$ cat src/rtl/collision_detector.sv
// Per-frame player/obstacle collision detector with per-lane rising-edge pulses
// and a saturating hit counter. Define COLLISION_HCHECK_EN to also require horizontal overlap.
module collision_detector #(
  parameter int POS_WIDTH    = 12,
  parameter int POS_MISMATCH = 50,
  parameter int OBST_LANE    = 1,
  parameter int COUNT_WIDTH  = 32,
  parameter int H_MISMATCH   = 40
) (
  input  logic                        clk,
  input  logic                        rst,
  input  logic                        rst_count,
  input  logic                        ignore_obstacle,
  input  logic signed [POS_WIDTH-1:0] player_hoffset,
  input  logic signed [POS_WIDTH-1:0] player_voffset,
  input  logic        [1:0]           player_lane,
  input  logic signed [POS_WIDTH-1:0] obst_hoffset,
  input  logic signed [POS_WIDTH-1:0] obst_voffset,
  input  logic        [1:0]           obst_lane [OBST_LANE],
  output logic        [COUNT_WIDTH-1:0] count,
  output logic        [OBST_LANE-1:0]   has_collision
);

  localparam logic [POS_WIDTH:0]   V_WIN     = (POS_WIDTH+1)'(POS_MISMATCH);
  localparam logic [COUNT_WIDTH-1:0] COUNT_MAX = {COUNT_WIDTH{1'b1}};

  // Widen by one bit before subtracting so opposite-sign extremes cannot wrap.
  function automatic logic [POS_WIDTH:0] abs_diff(
    input logic signed [POS_WIDTH-1:0] a,
    input logic signed [POS_WIDTH-1:0] b
  );
    logic signed [POS_WIDTH:0] d;
    d = $signed({a[POS_WIDTH-1], a}) - $signed({b[POS_WIDTH-1], b});
    abs_diff = d[POS_WIDTH] ? (-d) : d;
  endfunction

  function automatic logic [COUNT_WIDTH-1:0] sat_inc(
    input logic [COUNT_WIDTH-1:0] c,
    input logic                   inc
  );
    sat_inc = (inc && (c != COUNT_MAX)) ? c + 1'b1 : c;
  endfunction

  logic                   vmatch;
  logic                   hmatch;
  logic                   lane_valid;
  logic [OBST_LANE-1:0]   hit_raw;
  logic [OBST_LANE-1:0]   new_hit;

  logic [OBST_LANE-1:0]   prev_hit_d, prev_hit_q;
  logic [OBST_LANE-1:0]   has_collision_d, has_collision_q;
  logic [COUNT_WIDTH-1:0] count_d, count_q;

  assign vmatch     = abs_diff(obst_voffset, player_voffset) < V_WIN;
  assign lane_valid = (player_lane != 2'd3);

`ifdef COLLISION_HCHECK_EN
  localparam logic [POS_WIDTH:0] H_WIN = (POS_WIDTH+1)'(H_MISMATCH);
  assign hmatch = abs_diff(obst_hoffset, player_hoffset) < H_WIN;
`else
  logic unused_hoffsets;
  assign unused_hoffsets = ^{player_hoffset, obst_hoffset};
  assign hmatch          = 1'b1;
`endif

  // Stage 0: raw overlap, rising-edge detect against last frame, next-state
  always_comb begin
    hit_raw = '0;
    for (int i = 0; i < OBST_LANE; i++) begin
      hit_raw[i] = ~ignore_obstacle & (obst_lane[i] == player_lane) &
                   lane_valid & vmatch & hmatch;
    end
    new_hit         = hit_raw & ~prev_hit_q;
    prev_hit_d      = hit_raw;
    has_collision_d = new_hit;
    count_d         = sat_inc(count_q, |new_hit);
    // prev_hit keeps tracking through a clear so an ongoing overlap is consumed.
    if (rst_count) begin
      has_collision_d = '0;
      count_d         = '0;
    end
  end

  // Stage 1: registered outputs and edge-detect history
  always_ff @(posedge clk) begin
    if (rst) begin
      prev_hit_q      <= '0;
      has_collision_q <= '0;
      count_q         <= '0;
    end else begin
      prev_hit_q      <= prev_hit_d;
      has_collision_q <= has_collision_d;
      count_q         <= count_d;
    end
  end

  assign has_collision = has_collision_q;
  assign count         = count_q;

endmodule

$ cat config.mk
export PLATFORM = sky130hd
export DESIGN_NAME = collision_detector
export DESIGN_NICKNAME = d
export VERILOG_FILES = /design/src/rtl/collision_detector.sv
export SDC_FILE = /design/constraint.sdc
export NUM_CORES = 1
export LEC_CHECK = 0
export ABC_CLOCK_PERIOD_IN_PS = 6400
export CORE_MARGIN = 3
export CORE_UTILIZATION = 48
export CTS_BUF_LIST = sky130_fd_sc_hd__clkbuf_4
export DETAILED_ROUTE_END_ITERATION = 10
export PLACE_DENSITY = 0.82
export SLEW_MARGIN = 20
export SYNTH_ARGS = -nofsm -noshare
export SYNTH_HDL_FRONTEND = slang
export SYNTH_SLANG_ARGS = --single-unit
$ cat constraint.sdc
create_clock -name clk -period 6.4 [get_ports clk]
set_clock_uncertainty 0.1 [all_clocks]
set_input_delay 1.92 -clock clk [delete_from_list [all_inputs] [get_ports clk]]
set_output_delay 1.92 -clock clk [all_outputs]
set_load 0.02 [all_outputs]
# [After elaboration in Yosys (flattened, before gate mapping)]
# Cells that the tools add are included.
[op_classes] bitwise=6 eq_ne=3 order_cmp=1 n_addsub=3 reduce_logical=2 muxes=1
[ops] op="$add 32x1->32 const B" count=1
[ops] op="$ne 32x32->1 const B" count=1
[ops] op="$lt 13x6->1 const B" count=1
[ops] op="$mux 13" count=1
[ops] op="$neg 13->13" count=1
[ops] op="$sub 12x12->13" count=1
[ops] op="$and 1x1->1" count=4
[ops] op="$eq 2x2->1" count=1
[ops] op="$ne 2x2->1 const B" count=1
[ops] op="$not 1->1" count=2
[ops] op="$reduce_or 2->1" count=1
[ops] op="$logic_and 1x1->1" count=1
[totals] input_bits=56 out_inout_bits=33 elab_cells=19 regBits=34

# [Logic depth before layout (Yosys ltp)]
[logic_depth] word_depth=7 ltp_mapped=15 mapped_depth_nobuf=13

# [Worst setup path after synthesis]
# No wires, ideal clock.
[synth_path] kind="input -> register" startpoint="input obst_voffset[0]" endpoint="register count_q[29] (netlist: count[29])" arrival_time_ns=4.996 setup_slack_ns=1.236 path_buffers=0 t_required_ns=6.233 path_stages=13 path_cell_list="inv_1 ha_1 fa_1 xor2_1 nand2b_1 mux2i_2 o2111ai_1 mux2_2 o22ai_1 nand4_1 or4_1 or2_1 a21oi_2"
[synth_between] elab_chain_cells=7
[synth_rtl] element="start: declaration" line_no="18" text="input logic signed [POS_WIDTH-1:0] obst_voffset,"
[synth_rtl] element="$sub 12x12->13 *" line_no="33" text="d = $signed({a[POS_WIDTH-1], a}) - $signed({b[POS_WIDTH-1], b});"
[synth_rtl] element="$neg 13->13" line_no="34" text="abs_diff = d[POS_WIDTH] ? (-d) : d;"
[synth_rtl] element="$mux 13 *" line_no="34"
[synth_rtl] element="$lt 13x6->1 *" line_no="54" text="assign vmatch = abs_diff(obst_voffset, player_voffset) < V_WIN;"
[synth_rtl] element="$and 1x1->1 *" line_no="71" text="lane_valid & vmatch & hmatch;"
[synth_rtl] element="$and 1x1->1 *" line_no="73" text="new_hit = hit_raw & ~prev_hit_q;"
[synth_rtl] element="$logic_and 1x1->1 *" line_no="41" text="sat_inc = (inc && (c != COUNT_MAX)) ? c + 1'b1 : c;"
[synth_rtl] element="end signal: assignment" line_no="93" text="count_q <= count_d;"
[synth_rtl] element="end: declaration" line_no="52" text="logic [COUNT_WIDTH-1:0] count_d, count_q;"
# Every way passes the cells marked *; elsewhere a longest branch is shown, timed or not.
# A chain may end at the register's enable or synchronous reset.

# [Worst setup path in the final report]
# Ends and elaborated chain as after synthesis.

==> results.toml <==
[worst_hold_path]
worstHoldStart = "prev_hit_q"
hold_class = "reg -> reg"

[timing]
fin_crit_sh_pct = 87.25
fin_crit_ps = 5584
maxSlewHeadroom_pct = 52.96
holdWs_ps = 372.8
setup_ws_ps = 816.0
worst_slew_pin_slew_ps = 702.9
rsz0062_at_grt = "no"
clock.fmax_mhz = 179.1
tns_ps = 0
drv_slew = 0
setup-violations-final = 0
hold_violations = 0

[floorplan]
row_count = 26
dieArea_um2 = 6632
core_um2 = 5303
dieWidth_um = 81.44
die_h_um = 81.44
start_util_pct = 51.51
io_pins = 89

[synthesis]
ys_types = 60
yosysWarningCount = 0
ys_ff_latch = 34
synth_compound_area_share_pct = 24.51
synth_cells = 354
synth_xor_area_share_pct = 4.672
synthAdderAreaFrac_pct = 7.146
synth-main-ff-cell = "dfxtp_1"
yosys.area_share.simple_pct = 29.00
netlist_area_um2 = 2731
synth_mux_area_share_pct = 3.894
synth.avg_cell_area_um2 = 7.716
synthArstFlopShare_pct = 0
seq_area_frac_synth_pct = 24.92
synth_edf_count = 0
synth_top_family_by_area = "simple AND/OR/NAND/NOR gates"
syn_nets = 425

[routing]
wire_per_inst_um = 13.84
ant_nets = 0
first_iter_violations = 206
viasPerCell = 5.944
dr.pass1.iters = 4
vias = 2853
drc = 0
routed_wirelength_um = 6641

[pwr]
peakVddDrop_uv = 86.96
p_leak_nw = 1.450
power.density_nw_per_um2 = 138.0
total_power_mw = 0.4781

[setup_path]
cp-start-kind = "primary input"
end_kind = "flip-flop"
reg2reg_from = "count[8]"
cp_data_arrival_time_ps = 5750
crit_required_ps = 6560
path_max_fanout = 8
reg2reg_slack_ps = 3270
cp-startpoint = "obst_voffset[0]"
critPathKind = "in -> reg"

[global_route]
grt_first_pass_wirelength_um = 10980
grt_pass1_vias = 2517
grtUsageTotal_pct = 20.34
antenna_found_initial = 0
grt_max_degree = 44
grt_overflow_total = 0

[cts]
cts_buffers = 5
cts-resized-gates = 0
h-tree-depth = 2
cts_max_path_buffers = 2
path_clk_slew_ps = 100
cts_hold_buf = 0
cts_tree = "done"
cts-root-buf = "clkbuf_4"
post_cts_buffers = 0
clk_latency_ps = 330
cts_num_sinks = 34

[cells_and_area]
area_delta_synth_final_pct = 26.80
final_common_cell = "clkdlybuf4s50_1"
fillCellCount = 479
final-seq-area_um2 = 680.7
final_nets = 480
multi_input_area_um2 = 1891
drive_gt1_share_pct = 4.634
layout_common_cells = "clkdlybuf4s50_1 (64), nor2_1 (39), dfxtp_1 (34)"
diodes = 0
layoutNonFillerInstCount = 480
final_cell_area_um2 = 3463
finalCoreUtilization_pct = 65.31

[flow_run]
maxCapViolations = 0

[placed_design]
gp_congestion = 0.8137
dpl.cell_count = 472
io_buffers = 64
dp_hpwl_um = 4898
placed_cell_area_um2 = 3410
dp_slack_ps = 506.0

[run_status]
status = "finished, final reports clean"
[worst max-delay path, stage by stage]
cell,delay [ps]
clkdlybuf4s50_1,460
inv_1,40
ha_1,190
fa_1,390
nand2b_1,200
a211oi_1,410
o211ai_1,200
and2_1,250
a211o_1,300
o32a_1,440
or4_1,580
or2_1,230
a21oi_2,120
[synth_stat cells, types with 8 or more instances]
| cell type | number | share of area, % |
|---|---|---|
| a21oi_1 | 20 | 3.7 |
| a31o_1 | 11 | 3.5 |
| a31oi_1 | 9 | 2.1 |
| a41o_1 | 8 | 2.9 |
| and3_1 | 19 | 4.4 |
| clkbuf_1 | 13 | 1.8 |
| dfxtp_1 | 34 | 25 |
| ha_1 | 14 | 6.4 |
| inv_1 | 20 | 2.7 |
| nand2_1 | 33 | 4.5 |
| nand3_1 | 9 | 1.6 |
| nand4_1 | 15 | 3.4 |
| nor2_1 | 39 | 5.4 |
| xnor2_1 | 9 | 2.9 |
[flip-flops by register name, indices dropped and copies added (netlist names)]
name / count
count: 32
has_collision: 1
prev_hit_q: 1
[cell type report]
type,instances,area share [%]
clock buffers,6,1.301
clock inverters,2,0.2529
inverters,20,2.168
multi-input cells,281,54.59
flip-flops and latches,34,19.65
well taps,70,2.529
repair buffers,67,19.51
[logic make-up after synthesis]
| logic type | count (synthesis) |
|---|---|
| AOI/OAI and AO/OA | 90 |
| xor gates and xnor gates | 13 |
| adders and majority gates | 15 |
| buffers and inverters | 39 |
| DFF | 34 |
| muxes | 10 |
| and+or+nand+nor | 153 |
[routing by layer]
metal  up-vias  global-route usage [%]  wire length [µm]
li1       1428                       -                 -
met1      1338                   29.07              3150
met2        83                   32.00              3013
met3         4                   3.838               436
met4         0                   3.885                41
met5         -                       0                 0
[path summary, 6_finish.rpt]
kind                   endpoint  depth (start not counted)
hold reg to reg   has_collision                          1
setup / recovery      count[29]                         13
setup reg to reg      count[29]                          9
hold / removal    has_collision                          1
[where the power goes]
group / leakage [nW] / internal [mW] / switching (mW) / total, mW
logic: 1.14 / 0.0701 / 0.0790 / 0.149
clock network: 0.0331 / 0.0455 / 0.0718 / 0.117
registers: 0.274 / 0.211 / 0.0000302 / 0.212
Note: power is estimated with default switching activity, not from simulation.
==> variant 1 (config.mk and constraints unchanged) <==
The output `has_collision` loses its register stage (`has_collision_q` becomes a continuous assignment).
--- a/src/rtl/collision_detector.sv
+++ b/src/rtl/collision_detector.sv
@@ -85,14 +85,14 @@
   always_ff @(posedge clk) begin
     if (rst) begin
       prev_hit_q      <= '0;
-      has_collision_q <= '0;
       count_q         <= '0;
     end else begin
       prev_hit_q      <= prev_hit_d;
-      has_collision_q <= has_collision_d;
       count_q         <= count_d;
     end
   end
+
+  assign has_collision_q = has_collision_d;
 
   assign has_collision = has_collision_q;
   assign count         = count_q;
Check against the original RTL: not equivalent (a bounded check fails within 4 cycles, from zero or initial values and one cycle with rst high).
==> variant 1 against the original RTL <==
  * The flow now finishes with violations (setup timing)
  * Design area grew 31%
  * Worst setup slack lost 1.1 ns
  * Wire length grew 61%
  * Largest cell class unchanged
  * Area after synthesis grew 1.4%
  * Sequential cell count shrank 1
Power is not compared: it rests on default switching activity, and its combinational part moved more than twofold at a synthesized area within 25%.
==> variant 1: results (changes against the original RTL) <==
stage;metric;value;unit;change
logic_synthesis;synth_fp_nets;430;;+1.2%
cells_and_area;drive_above_1_share;33.5;%;+29 points
power_and_ir_drop;power.leakage;1.81;nW;
global_routing;grt_first_pass_wirelength;14300;um;+30%
global_routing;grt_max_degree;25;;-43%
outcome;status;finished, violations left;;
worst_hold_path;hp-class;reg -> reg;;
logic_synthesis;avgSynthCellArea;7.71;um2;about the same
clocking;worst_skew_pair.late_latency;0.36;ns;+0.03 ns
placed_design;post-place-ws;-1.19;ns;-1.69 ns
detailed_routing;drt_pre_antenna_iters;5;;+1
logic_synthesis;async_reset_ff_share;0;%;unchanged
detailed_routing;dr.first_iter.drc_count;348;;+69%
critical_path;critPathMaxStageDelay;0.35;ns;-0.23 ns
sta;fin_ws;-0.252;ns;-1.07 ns
placed_design;dpl.hpwl;5830;um;+19%
detailed_routing;drt_wl_total;10700;um;+61%
critical_path;r2r_start;count[6];;
power_and_ir_drop;seqPwrFrac;29.1;%;
global_routing;globalRouteTotalUtil;26.8;%;+6.4 points
logic_synthesis;synth_cell_types;67;;+12%
cells_and_area;diodes;0;;unchanged
detailed_routing;wire_per_inst;19.1;um;+38%
clocking;cts-buffers-inserted;5;;unchanged
global_routing;grt_pass1_vias;3178;;+26%
power_and_ir_drop;clock_power;0.163;mW;
critical_path;crit_slowest_cell;fa_2;;
placed_design;gp_congestion;0.805;;-1.0%
detailed_routing;viasPerCell;6.48;;+9.0%
sta;slew_headroom;29.6;%;-23 points
clocking;htree_levels;2;;unchanged
logic_synthesis;synth_area_leaders;dfxtp_1 24%, ha_1 6.3%, nand2_1 4.7%;;
placed_design;dp_cells;535;;+13%
logic_synthesis;synthTopCellsByCount;35 x nand2_1, 33 x dfxtp_1, 25 x a21oi_1;;
power_and_ir_drop;switchingPower;0.247;mW;
outcome;violations;setup timing;;
critical_path;crit_start;player_voffset[0];;
cells_and_area;final_nets;556;;+16%
placed_design;place_area;3840;um2;+13%
global_routing;grt.met3_usage;4.61;%;+0.77 points
clocking;cts_max_path_buffers;2;;unchanged
worst_hold_path;worstHoldStart;count[25];;
sta;setup_viol;1;;+1
power_and_ir_drop;ir_worst_vdd;0.104;mV;
cells_and_area;n_fill_cell;335;;-30%
global_routing;use_met1;33.1;%;+4.0 points
logic_synthesis;ys.flop_type;dfxtp_1;;
power_and_ir_drop;pg_seq;0.205;mW;
cells_and_area;largest_reg_flops;32;;unchanged
sta;tns;-0.252;ns;-0.252 ns
global_routing;grt_use_met2;46.0;%;+14 points
logic_synthesis;synth_warnings;0;;unchanged
logic_synthesis;yosysSeqAreaShare;23.9;%;-1.1 points
critical_path;cp_max_fo;4;;-4
==> variant 1: cell count changes in the layout (fill, tap and decap cells not counted), moves of 13 or more <==
cell and change:
buf_4 +59, clkdlybuf4s50_1 -23, nor2_1 -18, nand3_1 +13
==> variant 1: cell families (layout without fill, tap and decap cells) <==
logic type,Yosys count,in the layout,synth area share (%)
AOI/OAI and AO/OA,110,110,28.7
xor gates and xnor gates,11,11,3.48
adders and majority gates,15,15,7.05
buffers and inverters,32,159,4.88
DFF,33,33,23.9
muxes,4,4,1.49
and+or+nand+nor,154,154,30.5
==> variant 1: what timing repair did <==
action	4_1_cts	5_1_grt
cloned	0	0
setup endpoints to repair	1	1
pin swaps	30	27
setup buffers	11	4
hold buffers	0	0
resized for setup	84	52
==> variant 1: final timing paths <==
kind / cells after the start / to / slack [ns]
min reg2reg: 2 / count[25] / 0.41
min: 2 / count[25] / 0.41
max: 14 / has_collision / -0.25
max reg2reg: 10 / count[24] / 2.98
==> variant 1: worst reg2reg max path, cell delays in order (launching register included) <==
cell and delay (ns):
dfxtp_1 0.43, and4_1 0.30, nand3_1 0.21, nor2_1 0.24, nand4_1 0.18, nor2_1 0.45
a41oi_1 0.34, nor3b_2 0.28, nand2_1 0.38, o21ai_0 0.26, a21oi_1 0.18
==> variant 1: per-layer routing <==
metal  part of all wire (%)  vias to the layer above
met1                     37                     1655
met2                     49                      269
met5                      0                        -
met3                    8.6                       71
met4                    5.4                        0
li1                       -                     1619
==> variant 1: final cells by class <==
cell class	instances	area (um2)	share of cell area (%)
clock buffer	6	45.0	0.994
sequential	33	661	14.6
multi-input combinational	294	2450	54.0
clock inverter	2	33.8	0.746
tap	72	90.1	1.99
inverter	19	73.8	1.63
timing repair buffer	132	1180	26.0
==> variant 2 (config.mk and constraints unchanged) <==
Without the edit above. Change the parameter `POS_WIDTH` from 12 to 24.
--- a/src/rtl/collision_detector.sv
+++ b/src/rtl/collision_detector.sv
@@ -1,7 +1,7 @@
 // Per-frame player/obstacle collision detector with per-lane rising-edge pulses
 // and a saturating hit counter. Define COLLISION_HCHECK_EN to also require horizontal overlap.
 module collision_detector #(
-  parameter int POS_WIDTH    = 12,
+  parameter int POS_WIDTH    = 24,
   parameter int POS_MISMATCH = 50,
   parameter int OBST_LANE    = 1,
   parameter int COUNT_WIDTH  = 32,
Interface: changed (resized obst_hoffset, obst_voffset, player_hoffset and player_voffset); port bits go from 89 to 137. No check against the original RTL was run, so the function may have changed too.
==> variant 2 against the original RTL <==
  * The run now ends with setup timing left
  * Area after synthesis is 54% higher
  * Wire length is 140% higher
  * Non-clock buffer count is 187 higher
  * Sequential cell count stayed put
  * Worst setup slack worse by 0.84 ns
  * Total power is 92% higher
  * Critical path depth is 11 higher
  * Worst hold slack worse by 0.0095 ns
  * Critical path type unchanged
  * Register-to-register slack worse by 0.80 ns
  * Design area is 96% higher
==> variant 2: results (changes against the original RTL) <==
stage;metric;value;unit;change
clocking;cts-buffers-inserted;5;;unchanged
critical_path;critPathMaxStageDelay;0.56;ns;-0.02 ns
clocking;worst_skew_pair.late_latency;0.36;ns;+0.03 ns
logic_synthesis;synth_warnings;0;;unchanged
logic_synthesis;synthTopCellsByCount;56 x a21oi_1, 54 x nand2_1, 45 x nor2_1;;
placed_design;numPortBuffers;88;;+38%
outcome;status;finished, violations left;;
power_and_ir_drop;power.leakage;2.83;nW;+95%
cells_and_area;final_nets;960;;+100%
logic_synthesis;synth_fp_nets;726;;+71%
sta;worst-slew-pin-transition;0.881;ns;+0.178 ns
cells_and_area;n_fill_cell;534;;+11%
critical_path;cp_max_fo;5;;-3
cells_and_area;layoutNonFillerInstCount;935;;+95%
critical_path;r2r_start;count[11];;
cells_and_area;drive_above_1_share;30.2;%;+26 points
placed_design;place_area;6100;um2;+79%
detailed_routing;viasPerCell;6.16;;+3.6%
sta;fin_ws;-0.0191;ns;-0.835 ns
logic_synthesis;synth_cell_types;72;;+20%
detailed_routing;drc_errors;0;;unchanged
sta;whs;0.363;ns;-0.00955 ns
detailed_routing;dr.first_iter.drc_count;464;;+130%
global_routing;grt_pass1_vias;5484;;+120%
placed_design;dpl.hpwl;11100;um;+130%
power_and_ir_drop;ir_worst_vdd;0.0869;mV;about the same
detailed_routing;drt_pre_antenna_iters;9;;+5
clocking;cts_max_path_buffers;2;;unchanged
critical_path;crit_slowest_cell;or4_4;;
critical_path;ff2ff_path_depth;16;;+7
placed_design;dp_cells;895;;+90%
critical_path;path_delay_family;simple AND/OR/NAND/NOR gates;;
detailed_routing;drt_wl_total;16100;um;+140%
sta;setup_viol;2;;+2
logic_synthesis;avgSynthCellArea;7.05;um2;-8.6%
global_routing;grt_max_degree;24;;-45%
global_routing;grt_first_pass_wirelength;24900;um;+130%
logic_synthesis;yosysSeqAreaShare;16.2;%;-8.7 points
clocking;clk_pin_slew_worst_paths;0.12;ns;+0.02 ns
logic_synthesis;yosysTopAreaCellShare;16.2;%;-8.7 points
placed_design;gp_congestion;0.957;;+18%
global_routing;globalRouteTotalUtil;29.8;%;+9.5 points
critical_path;worst_ep_arrival_time;6.63;ns;+0.88 ns
critical_path;worst_r2r_endpoint;count[13];;
critical_path;r2r_setup_slack;2.47;ns;-0.80 ns
logic_synthesis;synth_area_leaders;dfxtp_1 16%, ha_1 7.8%, a21oi_1 6.7%;;
outcome;violations;setup timing;;
-- variant 2: changes by cell type after synthesis, sizes merged, moves of 10 or more --
cell and change:
a21oi +34, a31o -12, ha +12, inv +23, nand2 +21, nand3 +18, nor3 +13, o21ai +25
or3 +10
-- variant 2: power breakdown --
part | leakage, nW | switching (mW) | internal, mW
registers | 0.274 | 0.0000000209 | 0.211
clock network | 0.0286 | 0.0806 | 0.0408
logic | 2.53 | 0.291 | 0.293
-- variant 2: worst reg2reg max path: stages (launching register included) --
cell,delay [ns]
dfxtp_1,0.45
nand4_1,0.25
nor2_1,0.30
and4_1,0.32
and4_1,0.29
nand2_1,0.09
nor2_1,0.25
and3_1,0.29
and3_1,0.24
a41oi_1,0.15
nand4b_1,0.18
buf_6,0.13
nor4_4,0.05
buf_4,0.16
bufbuf_16,0.26
and3_4,0.17
o21a_1,0.17
-- variant 2: worst max path at each step --
stage	end	slack, ns	startpoint	cells past startpoint
floorplan	count[8]	0.03	obst_voffset[0]	19
global placement	count[18]	-0.71	obst_voffset[0]	21
detailed placement	count[18]	-0.76	obst_voffset[0]	21
CTS	count[13]	0.006	player_voffset[8]	20
global route	count[23]	-0.15	player_voffset[4]	24
finish	count[13]	-0.02	player_voffset[4]	24
-- variant 2: logic make-up after synthesis --
group / share of synthesized area, %
buffers and inverters: 6.77
AND/OR/NAND/NOR: 33.1
adder cells (fa/ha/maj): 8.23
multiplexers: 2.66
flip-flops: 16.2
XOR/XNOR: 5.43
AO/OA/AOI/OAI: 27.5
-- variant 2: final cells by class --
class	instances	area share, %
inverters	43	2.38
clock inverters	3	0.239
well taps	105	1.93
multi-input cells	491	52.6
clock buffers	5	0.552
flip-flops and latches	34	10.0
repair buffers	254	32.2
-- variant 2: through the flow --
step | setup WS, ns | TNS (ns) | util [%]
after CTS | 0.00628 | 0 | 79.6
after detailed placement | -0.764 | -20.96 | 73.2
after global routing | -0.147 | -0.844 | 81.5
after global placement | -0.711 | -20.11 | 73.2
after floorplan | 0.0270 | 0 | -
final | -0.0191 | -0.0304 | 81.5
-- variant 2: per-layer routing --
layer | track usage [%] | part of all wire [%]
met4 | 11.1 | 4.0
met5 | 0 | 0
met3 | 5.68 | 7.3
met2 | 52.4 | 49
met1 | 36.0 | 40
-- variant 2: what timing repair did --
item / CTS / global route
resized for setup: 79 / 35
pin swaps: 32 / 19
setup endpoints to repair: 32 / 32
gates cloned: 3 / 0
setup buffers: 23 / 6
